## src/rtl/fp16_accum_sched.sv

```systemverilog
// fp16_accum_sched: reduces a stream of FP16 values to their sum through one shared
// pipelined adder, pairing partial sums from a result FIFO with a one-entry hold register.
module fp16_accum_sched #(
  parameter int ADD_LAT    = 8,
  parameter int FIFO_DEPTH = 16,
  parameter int LEN_W      = 16
) (
  input  logic             clk,
  input  logic             rst_n,
  input  logic             start,
  input  logic [LEN_W-1:0] len,
  output logic             busy,
  input  logic             in_valid,
  input  logic [15:0]      in_data,
  output logic             in_ready,
  output logic             add_a_tvalid,
  output logic [15:0]      add_a_tdata,
  output logic             add_b_tvalid,
  output logic [15:0]      add_b_tdata,
  input  logic             add_re_tvalid,
  input  logic [15:0]      add_re_tdata,
  output logic             sum_valid,
  output logic [15:0]      sum_data,
  input  logic             sum_ready
);

  localparam int PTR_W = (FIFO_DEPTH > 1) ? $clog2(FIFO_DEPTH) : 1;
  localparam int SUM_W = PTR_W + 2;
  localparam int CNT_W = $clog2(FIFO_DEPTH + 1);
  localparam int LAT_W = (ADD_LAT > 0) ? $clog2(ADD_LAT + 1) : 1;

  localparam logic [1:0] S_FLUSH = 2'd0;
  localparam logic [1:0] S_IDLE  = 2'd1;
  localparam logic [1:0] S_RUN   = 2'd2;
  localparam logic [1:0] S_DONE  = 2'd3;

  logic [1:0]       state;
  logic [LAT_W-1:0] flush_cnt;
  logic [LEN_W-1:0] rem;
  logic [LEN_W-1:0] fl;
  logic [15:0]      rf_mem [FIFO_DEPTH];
  logic [PTR_W-1:0] rd_ptr;
  logic [PTR_W-1:0] wr_ptr;
  logic [PTR_W-1:0] rd_ptr_p1;
  logic [CNT_W-1:0] rf_cnt;
  logic             h_valid;
  logic [15:0]      h_data;

  logic             run;
  logic             in_fire;
  logic             rf_push;
  logic             issue;
  logic             h_clr;
  logic             h_load;
  logic             done_now;
  logic [1:0]       pop_n;
  logic [15:0]      op_a;
  logic [15:0]      op_b;
  logic [15:0]      rf_head;
  logic [15:0]      rf_next;

  function automatic logic [PTR_W-1:0] ptr_add(input logic [PTR_W-1:0] p, input logic [1:0] n);
    logic [SUM_W-1:0] s;
    s = {2'b00, p} + {{PTR_W{1'b0}}, n};
    if (s >= SUM_W'(FIFO_DEPTH)) s = s - SUM_W'(FIFO_DEPTH);
    return s[PTR_W-1:0];
  endfunction

  assign busy      = (state != S_IDLE);
  assign rd_ptr_p1 = ptr_add(rd_ptr, 2'd1);

  // Issue selection works off the registered FIFO count; every accepted sample is consumed the same cycle.
  always_comb begin
    run      = (state == S_RUN);
    in_ready = run && (rem != '0) && (rf_cnt < CNT_W'(2)) &&
               !((rf_cnt == CNT_W'(1)) && h_valid);
    in_fire  = in_valid && in_ready;
    rf_push  = run && add_re_tvalid;
    rf_head  = rf_mem[rd_ptr];
    rf_next  = rf_mem[rd_ptr_p1];
    issue    = 1'b0;
    pop_n    = 2'd0;
    h_clr    = 1'b0;
    h_load   = 1'b0;
    op_a     = rf_head;
    op_b     = rf_next;
    if (run) begin
      if (rf_cnt >= CNT_W'(2)) begin
        issue = 1'b1;
        pop_n = 2'd2;
      end else if ((rf_cnt == CNT_W'(1)) && h_valid) begin
        issue = 1'b1;
        pop_n = 2'd1;
        op_b  = h_data;
        h_clr = 1'b1;
      end else if ((rf_cnt == CNT_W'(1)) && in_fire) begin
        issue = 1'b1;
        pop_n = 2'd1;
        op_b  = in_data;
      end else if (in_fire && h_valid) begin
        issue = 1'b1;
        op_a  = h_data;
        op_b  = in_data;
        h_clr = 1'b1;
      end else if (in_fire) begin
        h_load = 1'b1;
      end
    end
    done_now = run && (rem == '0) && (fl == '0) &&
               (((rf_cnt == CNT_W'(1)) && !h_valid) || ((rf_cnt == '0) && h_valid));
  end

  always_ff @(posedge clk) begin
    if (rf_push) rf_mem[wr_ptr] <= add_re_tdata;
  end

  always_ff @(posedge clk or negedge rst_n) begin
    if (!rst_n) begin
      state        <= S_FLUSH;
      flush_cnt    <= LAT_W'(ADD_LAT);
      rem          <= '0;
      fl           <= '0;
      rd_ptr       <= '0;
      wr_ptr       <= '0;
      rf_cnt       <= '0;
      h_valid      <= 1'b0;
      h_data       <= '0;
      add_a_tvalid <= 1'b0;
      add_b_tvalid <= 1'b0;
      add_a_tdata  <= '0;
      add_b_tdata  <= '0;
      sum_valid    <= 1'b0;
      sum_data     <= '0;
    end else begin
      add_a_tvalid <= issue;
      add_b_tvalid <= issue;
      if (issue) begin
        add_a_tdata <= op_a;
        add_b_tdata <= op_b;
      end
      if (rf_push) wr_ptr <= ptr_add(wr_ptr, 2'd1);
      if (pop_n != 2'd0) rd_ptr <= ptr_add(rd_ptr, pop_n);
      rf_cnt <= rf_cnt + CNT_W'(rf_push) - CNT_W'(pop_n);
      if (issue && !rf_push) fl <= fl + LEN_W'(1);
      else if (!issue && rf_push) fl <= fl - LEN_W'(1);
      if (h_load) begin
        h_valid <= 1'b1;
        h_data  <= in_data;
      end else if (h_clr) begin
        h_valid <= 1'b0;
      end
      if (in_fire) rem <= rem - LEN_W'(1);

      // Results still draining from the adder after reset are dropped while in FLUSH.
      case (state)
        S_FLUSH: begin
          if (flush_cnt <= LAT_W'(1)) state <= S_IDLE;
          if (flush_cnt != '0) flush_cnt <= flush_cnt - LAT_W'(1);
        end
        S_IDLE: begin
          if (start) begin
            if (len == '0) begin
              state     <= S_DONE;
              sum_valid <= 1'b1;
              sum_data  <= '0;
            end else begin
              state <= S_RUN;
              rem   <= len;
            end
          end
        end
        S_RUN: begin
          if (done_now) begin
            state     <= S_DONE;
            sum_valid <= 1'b1;
            sum_data  <= h_valid ? h_data : rf_head;
            rd_ptr    <= '0;
            wr_ptr    <= '0;
            rf_cnt    <= '0;
            h_valid   <= 1'b0;
          end
        end
        S_DONE: begin
          if (sum_ready) begin
            state     <= S_IDLE;
            sum_valid <= 1'b0;
          end
        end
        default: state <= S_IDLE;
      endcase
    end
  end

  a_rf_no_overflow: assert property (@(posedge clk) disable iff (!rst_n)
    !(rf_push && (pop_n == 2'd0) && (rf_cnt == CNT_W'(FIFO_DEPTH))));

endmodule
```

## config.mk

```make
export PLATFORM = sky130hd
export DESIGN_NAME = fp16_accum_sched
export DESIGN_NICKNAME = d
export VERILOG_FILES = /design/src/rtl/fp16_accum_sched.sv
export SDC_FILE = /design/constraint.sdc
export NUM_CORES = 1
export LEC_CHECK = 0
export BUFFER_PORTS_ARGS = -buffer_cell sky130_fd_sc_hd__buf_2
export CORE_MARGIN = 2
export CORE_UTILIZATION = 40
export CTS_CLUSTER_SIZE = 16
export DETAILED_ROUTE_END_ITERATION = 8
export GPL_TIMING_DRIVEN = 0
export HOLD_SLACK_MARGIN = 0.12
export RECOVER_POWER = 50
export SYNTH_ARGS = -nofsm -noshare
export SYNTH_HDL_FRONTEND = slang
export SYNTH_SLANG_ARGS = --single-unit
```

## constraint.sdc

```tcl
create_clock -name clk -period 6.8 [get_ports clk]
set_input_delay 0.68 -clock clk [delete_from_list [all_inputs] [get_ports clk]]
set_output_delay 0.68 -clock clk [all_outputs]
set_load 0.01 [all_outputs]
```

After elaboration in Yosys (flattened, before gate mapping). Memory sizes are Yosys's and may differ from the RTL's. Index checks and enable logic that the tools add are counted.

Flip-flop bits (word level): 118. Memory bits (writable): 256. Bits of input ports: 54. Output and inout bits: 53. Memories: 1.

Add/sub/neg operators: 12. Magnitude comparators: 6. Equality and inequality tests: 10. Muxes and demuxes: 68. Reduce and logical (&&, ||, !) cells: 35.

Memories: rf_mem (words 16, bits a word 16, read ports 2, clocked after memory_dff 0, write ports 1, line 41) `logic [15:0] rf_mem [FIFO_DEPTH];`.

Operators with widths (number): $mux 16 (20); $logic_not 16->1 (3); $mux 4 (9); $pmux 16 s2 (1); $sub 16x1->16 const B (2); $mux 1 (28); $add 16x1->16 const B (1); $reduce_bool 16->1 (1); $sub 4x1->4 const B (4); $ge 5x5->1 const B (3); $logic_and 1x1->1 (15); $mux 2 (6); $add 4x1->5 const B (2); $mux 5 (2); $ne 2x2->1 const B (4); $pmux 2 s4 (1); $reduce_and 4->1 (2); $reduce_bool 2->1 (3); $add 4x2->5 (1); $add 5x1->5 (1); $eq 5x1->1 const B (1); $ge 5x2->1 const B (1); $logic_not 5->1 (1); $lt 5x2->1 const B (1); other kinds (13) (18).

Logic depth before layout (Yosys ltp). Gate-level depths: netlist of the first run.

Depth in word-level cells: 16. Mapped depth: 19. Gate-level depth less buffers: 17.

Worst setup path before layout of the first run. No wires, ideal clock.

Path type: reg2reg. Start point: register rem[2]. End point: register fl[15]. Library setup time: 0.080 ns. Arrival time: 4.693 ns. Data required time: 6.720 ns. Setup slack: 2.027 ns. Cell stages (with the launch flop): 18. Clock period less this slack: 4.773 ns. Cells stage by stage: dfrtp_1 or4_4 o41a_1 buf_2 maj3_2 a21oi_1 buf_4 buf_4 inv_2 ha_1 inv_1 ha_1 a211oi_1 nor2_1 or4_1 o41ai_1 mux2i_1 xnor2_1.

Word-level cells in the longest chain between the ends: 14. Elaborated cells between the ends (all ways): 17.

Ends and longest elaborated chain: from (decl) (line 39) `logic [LEN_W-1:0] rem;`; from (signal assigned) (line 152) `if (in_fire) rem <= rem - LEN_W'(1);`; from (signal assigned) (line 168) `rem <= len;`; $reduce_bool 16->1 * (line 75) `in_ready = run && (rem != '0) && (rf_cnt < CNT_W'(2)) &&`; $logic_and 1x1->1 * (3 in series) (line 75); $logic_and 1x1->1 * (line 77) `in_fire = in_valid && in_ready;`; $logic_and 1x1->1 (line 100) `end else if (in_fire && h_valid) begin`; $mux 1 (line 100); $mux 1 * (line 96) `end else if ((rf_cnt == CNT_W'(1)) && in_fire) begin`; $mux 1 * (line 91) `end else if ((rf_cnt == CNT_W'(1)) && h_valid) begin`; $mux 1 * (line 88) `if (rf_cnt >= CNT_W'(2)) begin`; $mux 1 * (line 87) `if (run) begin`; named net issue (line 52) `logic issue;`; $logic_not 1->1 (line 145) `else if (!issue && rf_push) fl <= fl - LEN_W'(1);`; $logic_and 1x1->1 (line 145); $reduce_bool 2->1 (no line); to (signal assigned) (line 144) `if (issue && !rf_push) fl <= fl + LEN_W'(1);`; to (signal assigned) (line 145); to (decl) (line 40) `logic [LEN_W-1:0] fl;`.

Mark *: on every way through the listed nets, which the timed path passes. The rest lies on a longest branch. A chain may end at the register's enable or synchronous reset.

Worst setup path in the final report of the first run. Ends and elaborated chain as after synthesis.

==> impl_metrics.tcl, run 1 <==
set metrics [dict create \
    multi_input_area_sq_um 7240 \
    cp_max_fo 15 \
    synth_top_area_share_pct 42.0 \
    setup_viol 0 \
    whs_path_depth 2 \
    dr.pass1.iters 5 \
    crit_path_top_delay_cell "or4_4" \
    drt_iter0_drc 1168 \
    seqCellArea_sq_um 10600 \
    layout_common_cells "edfxtp_1 (256), mux4_2 (144), dfrtp_1 (117)" \
    grt_usage_pct 20.7 \
    netlist.top_cell.by_area "edfxtp_1" \
    maxSlewHeadroom_pct -59.5 \
    drive_gt1_share_pct 24.0 \
    ys_ff_latch 374 \
    start_kind "flop" \
    peakVddDrop_v 0.000187 \
    syn_nets 1316 \
    crit_cells 17 \
    synth.cell_area_sq_um 18300 \
    htree_num_levels 2 \
    synth-edff-count 256 \
    grt_max_degree 98 \
    maxCapViolations 1 \
    synthArstFlopShare_pct 31.6 \
    die_w_um 218 \
    drc 0 \
    yosysWarnings 0 \
    p_leak_nw 7.42 \
    nNetsFinal 1467 \
    place_ws_ns 1.37 \
    period_share_pct 80.2 \
    clock_skew_ns 0.0252 \
    port_buffers 106 \
    hold_viol 0 \
    period_minus_slack_ns 5.46 \
    antenna_found_initial 0 \
    synth.area.top_cells "edfxtp_1 (42%), mux4_2 (18%), dfrtp_1 (16%)" \
    worst-path-buf-inv 5 \
    drt-total-wl_um 48500 \
    ctsResizeCount 0 \
    fillerInstances 3981 \
    worstMarginPinSlew_ns 2.39 \
    run_status "finished with violations" \
    clock-root-buffer "clkbuf_16" \
    max_freq_mhz 183 \
    avgSynthCellArea_sq_um 15.0 \
    num_rows 78 \
    wl_per_cell_um 24.3 \
    grt_pass1_vias 11600 \
    cts_tree "yes" \
    violations "capacitance limit, slew limit" \
    num_vias 11500 \
    ys_types 65 \
    r2r_cells 17 \
    clkSinkCount 374 \
    ys_seq_area_share_pct 58.2 \
    setup_tns_ns 0 \
    slowest_delay_ns 0.60 \
    fp.dieH_um 218 \
    grt_pass1_wl_um 72600 \
    drv_slew 98 \
    viasPerCell 5.75 \
    core-area_sq_um 45300 \
    worstHoldPathType "primary input to flop" \
    mostFrequentLayoutCell "edfxtp_1" \
    p_per_area_nw_per_um2 415 \
    dp_hpwl_um 32800 \
    clk_latency_ns 0.57 \
    worst_setup_path_end_kind "flop" \
    numCtsBuffers 40 \
    critical-path-top-delay-family "compound AO/OA/AOI/OAI gates" \
    setup_ws_ns 1.34 \
    critPathRequiredTime_ns 7.28 \
    clkTransAtPathRegs_ns 0.06 \
    place_congestion 0.826 \
    pin_count 107 \
    initial_core_util_pct 40.4 \
    synth_ff_type "edfxtp_1" \
    rsz0062_at_grt "false" \
    antennaDiodeCount 0 \
    critical_path_class "flop to flop" \
    ant_nets 0 \
    cp.arrival_ns 5.94 \
    synthCells 1220 \
    worstPathCellList "or4_4, o41a_1, buf_2, maj3_2, a21oi_1, buf_4, buf_4, inv_2, ha_1, inv_1, ha_1, a211oi_1, nor2_1, or4_1, o41ai_1, mux2i_1, xnor2_1" \
    die-area_sq_um 47500 \
    area_growth_pct 14.3 \
    cts_buffer_depth 3 \
    grt-ovfl-total 0 \
]
==> worst reg2reg max path: stages (launching register included) <==
cell	delay [ns]
dfrtp_1	0.42
or4_4	0.60
o41a_1	0.44
buf_2	0.19
maj3_2	0.32
a21oi_1	0.20
buf_4	0.22
buf_4	0.22
inv_2	0.07
ha_1	0.25
inv_1	0.41
ha_1	0.39
a211oi_1	0.23
nor2_1	0.11
or4_1	0.49
o41ai_1	0.43
mux2i_1	0.26
xnor2_1	0.13
==> final timing paths <==
| kind | start | end | slack [ns] |
|---|---|---|---|
| max in group asynchronous | rst_n | sum_data[12] | 2.88 |
| min reg2reg | fl[15] | fl[15] | 0.48 |
| min in group asynchronous | rst_n | rem[13] | 0.94 |
| min | in_data[7] | h_data[7] | 0.37 |
| max | rem[2] | fl[15] | 1.34 |
| max reg2reg | rem[2] | fl[15] | 1.34 |
==> synthesized netlist by cell type, drive strengths merged (4+ instances only) <==
cell type	n
dfrtp	117
nand2	76
xor2	12
nor4	10
nor3b	7
ha	39
mux2	36
and3	6
nor2b	4
inv	30
nand3	17
mux4	144
o21ai	54
xnor2	23
buf	30
nor2	95
edfxtp	256
mux2i	34
o31ai	17
nor3	13
nand4	4
clkbuf	40
and2	15
o22ai	19
o21a	7
or4	7
a21oi	68
==> cell type report <==
type                    instances  area share [%]
plain buffers                  70            1.46
clock buffers                  54            5.38
clock inverters                16            1.12
flip-flops and latches        374            50.9
repair buffers                109            2.45
inverters                      30           0.538
multi-input cells             746            34.6
well taps                     600            3.59
==> registers in the layout (all words and copies together) (netlist names), 5 cells and up <==
signal       cells
rf_mem         256
rem             16
add_a_tdata     16
sum_data        16
rf_cnt           5
add_b_tdata     16
h_data          16
fl              16
==> power by group <==
group | total, mW | leakage (nW) | switching, mW | internal, mW
Clock | 2.26 | 0.663 | 0.903 | 1.35
Combinational | 3.43 | 2.97 | 1.94 | 1.49
Sequential | 2.99 | 3.79 | 0.239 | 2.75
Total | 8.68 | 7.42 | 3.08 | 5.60
==> metrics by stage <==
step	hold slack, ns	instances	utilization (%)	instance area [sq um]	power, mW
2_1_floorplan	0.384	1220	-	18300	5.40
3_3_place_gp	0.463	1926	43.2	19600	6.40
3_5_place_dp	0.467	1927	43.3	19600	6.46
4_1_cts	0.347	1998	46.3	21000	8.73
5_1_grt	0.359	1999	46.2	20900	9.20
6_report	0.373	1999	46.2	20900	8.68
==> per-layer routing <==
metal / GRT usage [%] / vias up / share of wire (%)
li1: - / 5092 / -
met1: 28.1 / 5961 / 42
met2: 33.1 / 384 / 48
met3: 5.66 / 66 / 7.8
met4: 4.99 / 0 / 1.9
met5: 0 / - / 0
==> kinds of logic after synthesis <==
logic type,Yosys count,synth area share (%)
flops,374,58.2
simple gates,266,6.93
mux,214,21.8
compound gates,188,6.06
buf+inv,100,2.28
fa+ha+maj,43,3.06
xor+xnor,35,1.72
==> repair_timing <==
item	CTS	global route
buffers inserted	0	0
hold endpoints to repair	21	0
hold buffers	1	0
No activity file was read; power rests on OpenSTA's default activity.
==> inputs of run 2 (changes only) <==
- clock period: 6.8 -> 4.6 ns (I/O delays scaled with it)
==> run 2 against run 1 <==
  * The flow still finishes with violations (capacitance limit, slew limit)
  * Clock skew decreased by 0.013 ns
  * Sequential power increased by 48%
  * Global-route usage increased by 0.39 points
  * Die area unchanged
  * Count of clock-buffer cells in the layout increased by 9
  * Utilization about the same
  * Power increased by 47%
  * Via count increased by 0.49%
  * Combinational power increased by 52%
  * Wire length increased by 1.2%
  * Largest cell class unchanged
==> impl_metrics.tcl, run 2 (synthesized netlist as in run 1, its figures left out) <==
set metrics [dict create \
    seqPwrFrac_pct 34.6 \
    dpl_cell_area_sq_um 19600 \
    run_status "finished with violations" \
    reg2reg_from "rem[2]" \
    slowest_delay_ns 0.59 \
    drive_gt1_share_pct 24.8 \
    htree_num_levels 2 \
    p_per_area_nw_per_um2 612 \
    clock-root-buffer "clkbuf_16" \
    port_buffers 106 \
    min_from "in_data[12]" \
    r2r-end "fl[15]" \
    cp.arrival_ns 4.93 \
    largest_reg_flops 256 \
    nNetsFinal 1470 \
    holdPathEnd "h_data[12]" \
    dp_hpwl_um 33000 \
    worst_setup_path_end_kind "flop" \
    crit_path_top_delay_cell "or4_4" \
    cpMostUsedCell "or4_4" \
    cts_buffer_depth 3 \
    layout_common_cells "edfxtp_1 (256), mux4_2 (144), dfrtp_1 (117)" \
    r2r_cells 17 \
    critical_path_class "flop to flop" \
    drv_slew 97 \
    drt-total-wl_um 49100 \
    clkTransAtPathRegs_ns 0.06 \
    maxSlewHeadroom_pct -57.7 \
    place_congestion 0.803 \
    pin_count 107 \
    p_int_mw 8.19 \
    fp.dieH_um 218 \
    clkSinkCount 374 \
    final_cell_area_sq_um 20900 \
    cp_max_fo 9 \
    switchingPower_mw 4.60 \
    p_leak_nw 7.41 \
    clock_skew_ns 0.0124 \
    top_register "rf_mem" \
    grt_pass1_vias 11600 \
    critPathRequiredTime_ns 5.08 \
    numCtsBuffers 41 \
    core-area_sq_um 45300 \
    whs_path_depth 2 \
    mostFrequentLayoutCell "edfxtp_1" \
    start_kind "flop" \
    comb_power_share_pct 40.7 \
    period_share_pct 96.6 \
    max_freq_mhz 225 \
    hold_viol 0 \
    rsz0062_at_grt "true" \
    area_growth_pct 14.3 \
    wl_per_cell_um 24.5 \
    initial_core_util_pct 40.4 \
    antennaDiodeCount 0 \
    num_vias 11600 \
    worst-path-buf-inv 5 \
    grt-ovfl-total 0 \
    ant_nets 0 \
    drt_iter0_drc 1351 \
    switching_share_pct 36.0 \
    drc 0 \
    violations "capacitance limit, slew limit" \
    ff2ff_setup_slack_ns 0.16 \
    dp.cells 1927 \
    viasPerCell 5.77 \
    die-area_sq_um 47500 \
    worstMarginPinSlew_ns 2.37 \
    critical-path-top-delay-family "simple AND/OR/NAND/NOR gates" \
    clk_latency_ns 0.56 \
    maxCapViolations 1 \
    fin_total_pwr_mw 12.8 \
    setup_viol 0 \
    die_w_um 218 \
    antenna_found_initial 0 \
    num_rows 78 \
    stdcell_count 2005 \
    peakVddDrop_v 0.000294 \
    period_minus_slack_ns 4.44 \
    worstPathCellList "or4_4, o41a_1, clkbuf_4, maj3_2, a21oi_4, buf_6, inv_2, ha_2, inv_4, buf_4, ha_1, o21ai_0, nor2_1, or4_4, o41ai_4, mux2i_1, xnor2_1" \
    clkPwrFrac_pct 24.7 \
    grt_max_degree 97 \
    worstHoldPathType "primary input to flop" \
    grt_pass1_wl_um 73500 \
    cts_tree "yes" \
    grt_usage_pct 21.1 \
    dr.pass1.iters 5 \
]
-- run 2: cell count changes in the layout (fill, tap and decap cells not counted), sizes merged --
cell    before  now
clkinv      11    9
bufinv       5    1
clkbuf     134  143
buf         98  100
inv         30   31
-- run 2: final cells by class --
type | instances | area, sq um
Clock inverter | 11 | 78.8
Clock buffer | 63 | 1200
Sequential cell | 374 | 10600
Timing Repair Buffer | 112 | 528
Tap cell | 600 | 751
Fill cell | 3960 | 24400
Inverter | 30 | 115
Buffer | 69 | 304
Multi-Input combinational cell | 746 | 7300
-- run 2: worst register-to-register path: cells and delay by family (launching register included) --
family / cells / cell delay [ns]
buffers and inverters: 5 / 0.60
muxes: 1 / 0.25
AOI/OAI and AO/OA: 4 / 0.98
adders and majority gates: 3 / 0.80
and+or+nand+nor: 3 / 1.15
DFF: 1 / 0.42
xor gates and xnor gates: 1 / 0.14
-- run 2: routing by layer --
layer / routed length [um] / global-route usage [%]
met1: 20800 / 29.3
met2: 23300 / 33.8
met3: 3890 / 4.44
met4: 1090 / 5.58
met5: 0 / 0
-- run 2: timing repair --
item	in CTS	in global routing
buffers inserted	3	1
hold buffers	1	0
hold endpoints to repair	22	0
endpoints found under the setup margin	9	6
gates resized for setup	4	11
-- run 2: power groups by stage --
| stage | registers (mW) | clock network (mW) | logic [mW] |
|---|---|---|---|
| after floorplan | 4.44 | 0 | 3.55 |
| after global placement | 4.46 | 0 | 5.01 |
| after detailed placement | 4.47 | 0 | 5.10 |
| after CTS | 4.42 | 3.22 | 5.15 |
| after global routing | 4.48 | 3.36 | 5.70 |
| final | 4.43 | 3.16 | 5.21 |
-- run 2: worst max-delay path by stage --
stage | start | endpoint | slack, ns | cells past startpoint
floorplan | rem[2] | fl[15] | 0.01 | 17
global placement | rem[2] | fl[15] | -0.52 | 17
detailed placement | rem[2] | fl[15] | -0.53 | 17
CTS | rem[2] | fl[15] | 0.02 | 16
global route | rem[2] | fl[14] | -0.06 | 16
finish | rem[2] | fl[15] | 0.16 | 17
-- run 2: through the flow --
step                worst slack [ns]  hold slack, ns  util (%)  TNS (ns)
finish                         0.156           0.146      46.2         0
CTS                           0.0178           0.120      46.2         0
global placement              -0.523           0.461      43.3     -2.14
detailed placement            -0.534           0.330      43.3     -2.40
floorplan                     0.0141           0.164         -         0
global route                 -0.0559           0.144      46.2   -0.0749
==> inputs of run 3 (changes only) <==
- CORE_ASPECT_RATIO: not set -> 1.25
- CTS_BUF_LIST: not set -> sky130_fd_sc_hd__clkbuf_8
==> run 3 against run 2 <==
  * The run still ends with capacitance limit, slew limit left
  * Critical path depth unchanged
  * Final area increased by 1.5%
  * Worst hold slack improved by 0.0059 ns
  * Global-route usage increased by 0.066 points
  * Critical endpoint unchanged
==> impl_metrics.tcl, run 3 (synthesized netlist as in run 1, its figures left out) <==
set metrics [dict create \
    run_status "finished with violations" \
    violations "capacitance limit, slew limit" \
    stdcell_count 2058 \
    comb_power_share_pct 41.2 \
    worstHoldPathType "primary input to flop" \
    p_per_area_nw_per_um2 598 \
    cts_tree "yes" \
    clock_skew_ns 0.0466 \
    setup_viol 0 \
    worst_setup_path_end_kind "flop" \
    clkPwrFrac_pct 24.0 \
    clock-root-buffer "clkbuf_8" \
    place_congestion 0.835 \
    numCtsBuffers 60 \
    antenna_found_initial 2 \
    clkTransAtPathRegs_ns 0.06 \
    max_freq_mhz 226 \
    cp.arrival_ns 4.99 \
    viasPerCell 5.70 \
    period_share_pct 96.4 \
    r2r-end "fl[15]" \
    grt_max_degree 88 \
    cts_buffer_depth 3 \
    switching_share_pct 36.8 \
    ant_nets 0 \
    reg2reg_from "rem[7]" \
    largest_reg_flops 256 \
    start_kind "flop" \
    drt-total-wl_um 49800 \
    drive_gt1_share_pct 25.8 \
    worstMarginPinSlew_ns 2.18 \
    dp_hpwl_um 33600 \
    maxSlewHeadroom_pct -45.1 \
    ff2ff_setup_slack_ns 0.17 \
    drv_slew 121 \
    r2r_cells 17 \
    place_ws_ns -0.513 \
    drc 0 \
    clkSinkCount 374 \
    seqPwrFrac_pct 34.8 \
    setup_ws_ns 0.167 \
    min_from "len[14]" \
    top_register "rf_mem" \
    wl_per_cell_um 24.2 \
    switchingPower_mw 4.67 \
    layout_common_cells "edfxtp_1 (256), mux4_2 (144), dfrtp_1 (117)" \
    critical_path_class "flop to flop" \
    num_vias 11700 \
    grt_pass1_wl_um 74900 \
    fp.dieH_um 243 \
    grt_usage_pct 21.1 \
    pin_count 107 \
    die-area_sq_um 47500 \
    maxCapViolations 2 \
    grt-ovfl-total 0 \
    critPathRequiredTime_ns 5.16 \
    mostFrequentLayoutCell "edfxtp_1" \
    port_buffers 106 \
    num_rows 87 \
    dr.pass1.iters 5 \
    holdWs_ns 0.152 \
    whs_path_depth 3 \
    initial_core_util_pct 40.5 \
    clk_latency_ns 0.65 \
    core-area_sq_um 45200 \
    hold_viol 0 \
    htree_num_levels 2 \
    peakVddDrop_v 0.000243 \
    grt_pass1_vias 12200 \
    drt_iter0_drc 951 \
    period_minus_slack_ns 4.43 \
    p_int_mw 8.02 \
    p_leak_nw 7.65 \
    area_growth_pct 16.0 \
    holdPathEnd "rem[14]" \
    cp_max_fo 9 \
    nNetsFinal 1524 \
    die_w_um 195 \
    dp.cells 1905 \
]
==> run 3: cell count changes in the layout (fill, tap and decap cells not counted), moves of 4 or more <==
cell           before  now
bufinv_16           1    5
buf_4               9   13
clkbuf_1           93   78
inv_1              27   44
clkbuf_16          43    0
dlygate4sd3_1       1   32
clkbuf_8            5   68
clkinv_1            4   10
clkinv_2            5   10
==> run 3: what timing repair did <==
action / 4_1_cts / 5_1_grt
pin swaps: 1 / 1
buffers inserted: 6 / 2
endpoints found under the setup margin: 9 / 4
resized for setup: 5 / 7
endpoints found under the hold margin: 135 / 0
hold buffers: 32 / 0
cloned: 0 / 0
==> run 3: worst max-delay path by stage <==
| stage | from | endpoint | cells after the start |
|---|---|---|---|
| 2_1_floorplan | rem[2] | fl[15] | 17 |
| 3_3_place_gp | rem[2] | fl[15] | 17 |
| 3_5_place_dp | rem[2] | fl[15] | 17 |
| 4_1_cts | rem[11] | fl[15] | 16 |
| 5_1_grt | rem[0] | fl[14] | 18 |
| 6_report | rem[7] | fl[15] | 17 |
==> run 3: power by group through the flow <==
| stage | sequential, mW | combinational [mW] | clock (mW) |
|---|---|---|---|
| detailed placement | 4.47 | 5.10 | 0 |
| finish | 4.42 | 5.23 | 3.04 |
| floorplan | 4.44 | 3.55 | 0 |
| CTS | 4.41 | 5.22 | 3.09 |
| global placement | 4.46 | 5.02 | 0 |
| global route | 4.47 | 5.70 | 3.23 |
==> run 3: area by class of cell <==
type,count,area [sq um]
sequential,374,10600
inverter,30,115
timing repair buffer,147,868
fill,3898,24000
antenna,1,2.50
clock buffer,68,936
multi-input combinational,746,7290
buffer,69,304
clock inverter,45,347
tap,578,723
==> run 3: metal layers <==
layer | GRT usage [%] | routed length [um] | vias up | share of wire [%]
met2 | 36.8 | 25200 | 417 | 51
met4 | 6.74 | 1290 | 0 | 2.6
met1 | 26.7 | 20100 | 6033 | 40
li1 | - | - | 5205 | -
met3 | 3.93 | 3190 | 80 | 6.4
met5 | 0 | 0 | - | 0
==> run 3: stage by stage <==
step	power (mW)	setup TNS [ns]	cell area, sq um	utilization, %
floorplan	8.00	0	18300	-
finish	12.7	0	21200	47.0
detailed placement	9.57	-2.31	19600	43.4
global route	13.4	-0.00177	21200	47.0
CTS	12.7	0	21300	47.1
global placement	9.48	-2.05	19600	43.3
==> run 3: worst max-delay path, cell delays in order (launching register included) <==
cell and delay [ns]:
dfrtp_1 0.41, or4_1 0.59, o41a_1 0.42, clkbuf_4 0.19, maj3_2 0.32, a21oi_2 0.17, buf_6 0.13, inv_2 0.05
ha_2 0.21, inv_4 0.11, buf_4 0.14, ha_1 0.24, a211oi_1 0.25, o21a_1 0.27, a21oi_1 0.20, o41ai_4 0.26
mux2i_1 0.25, xnor2_1 0.14
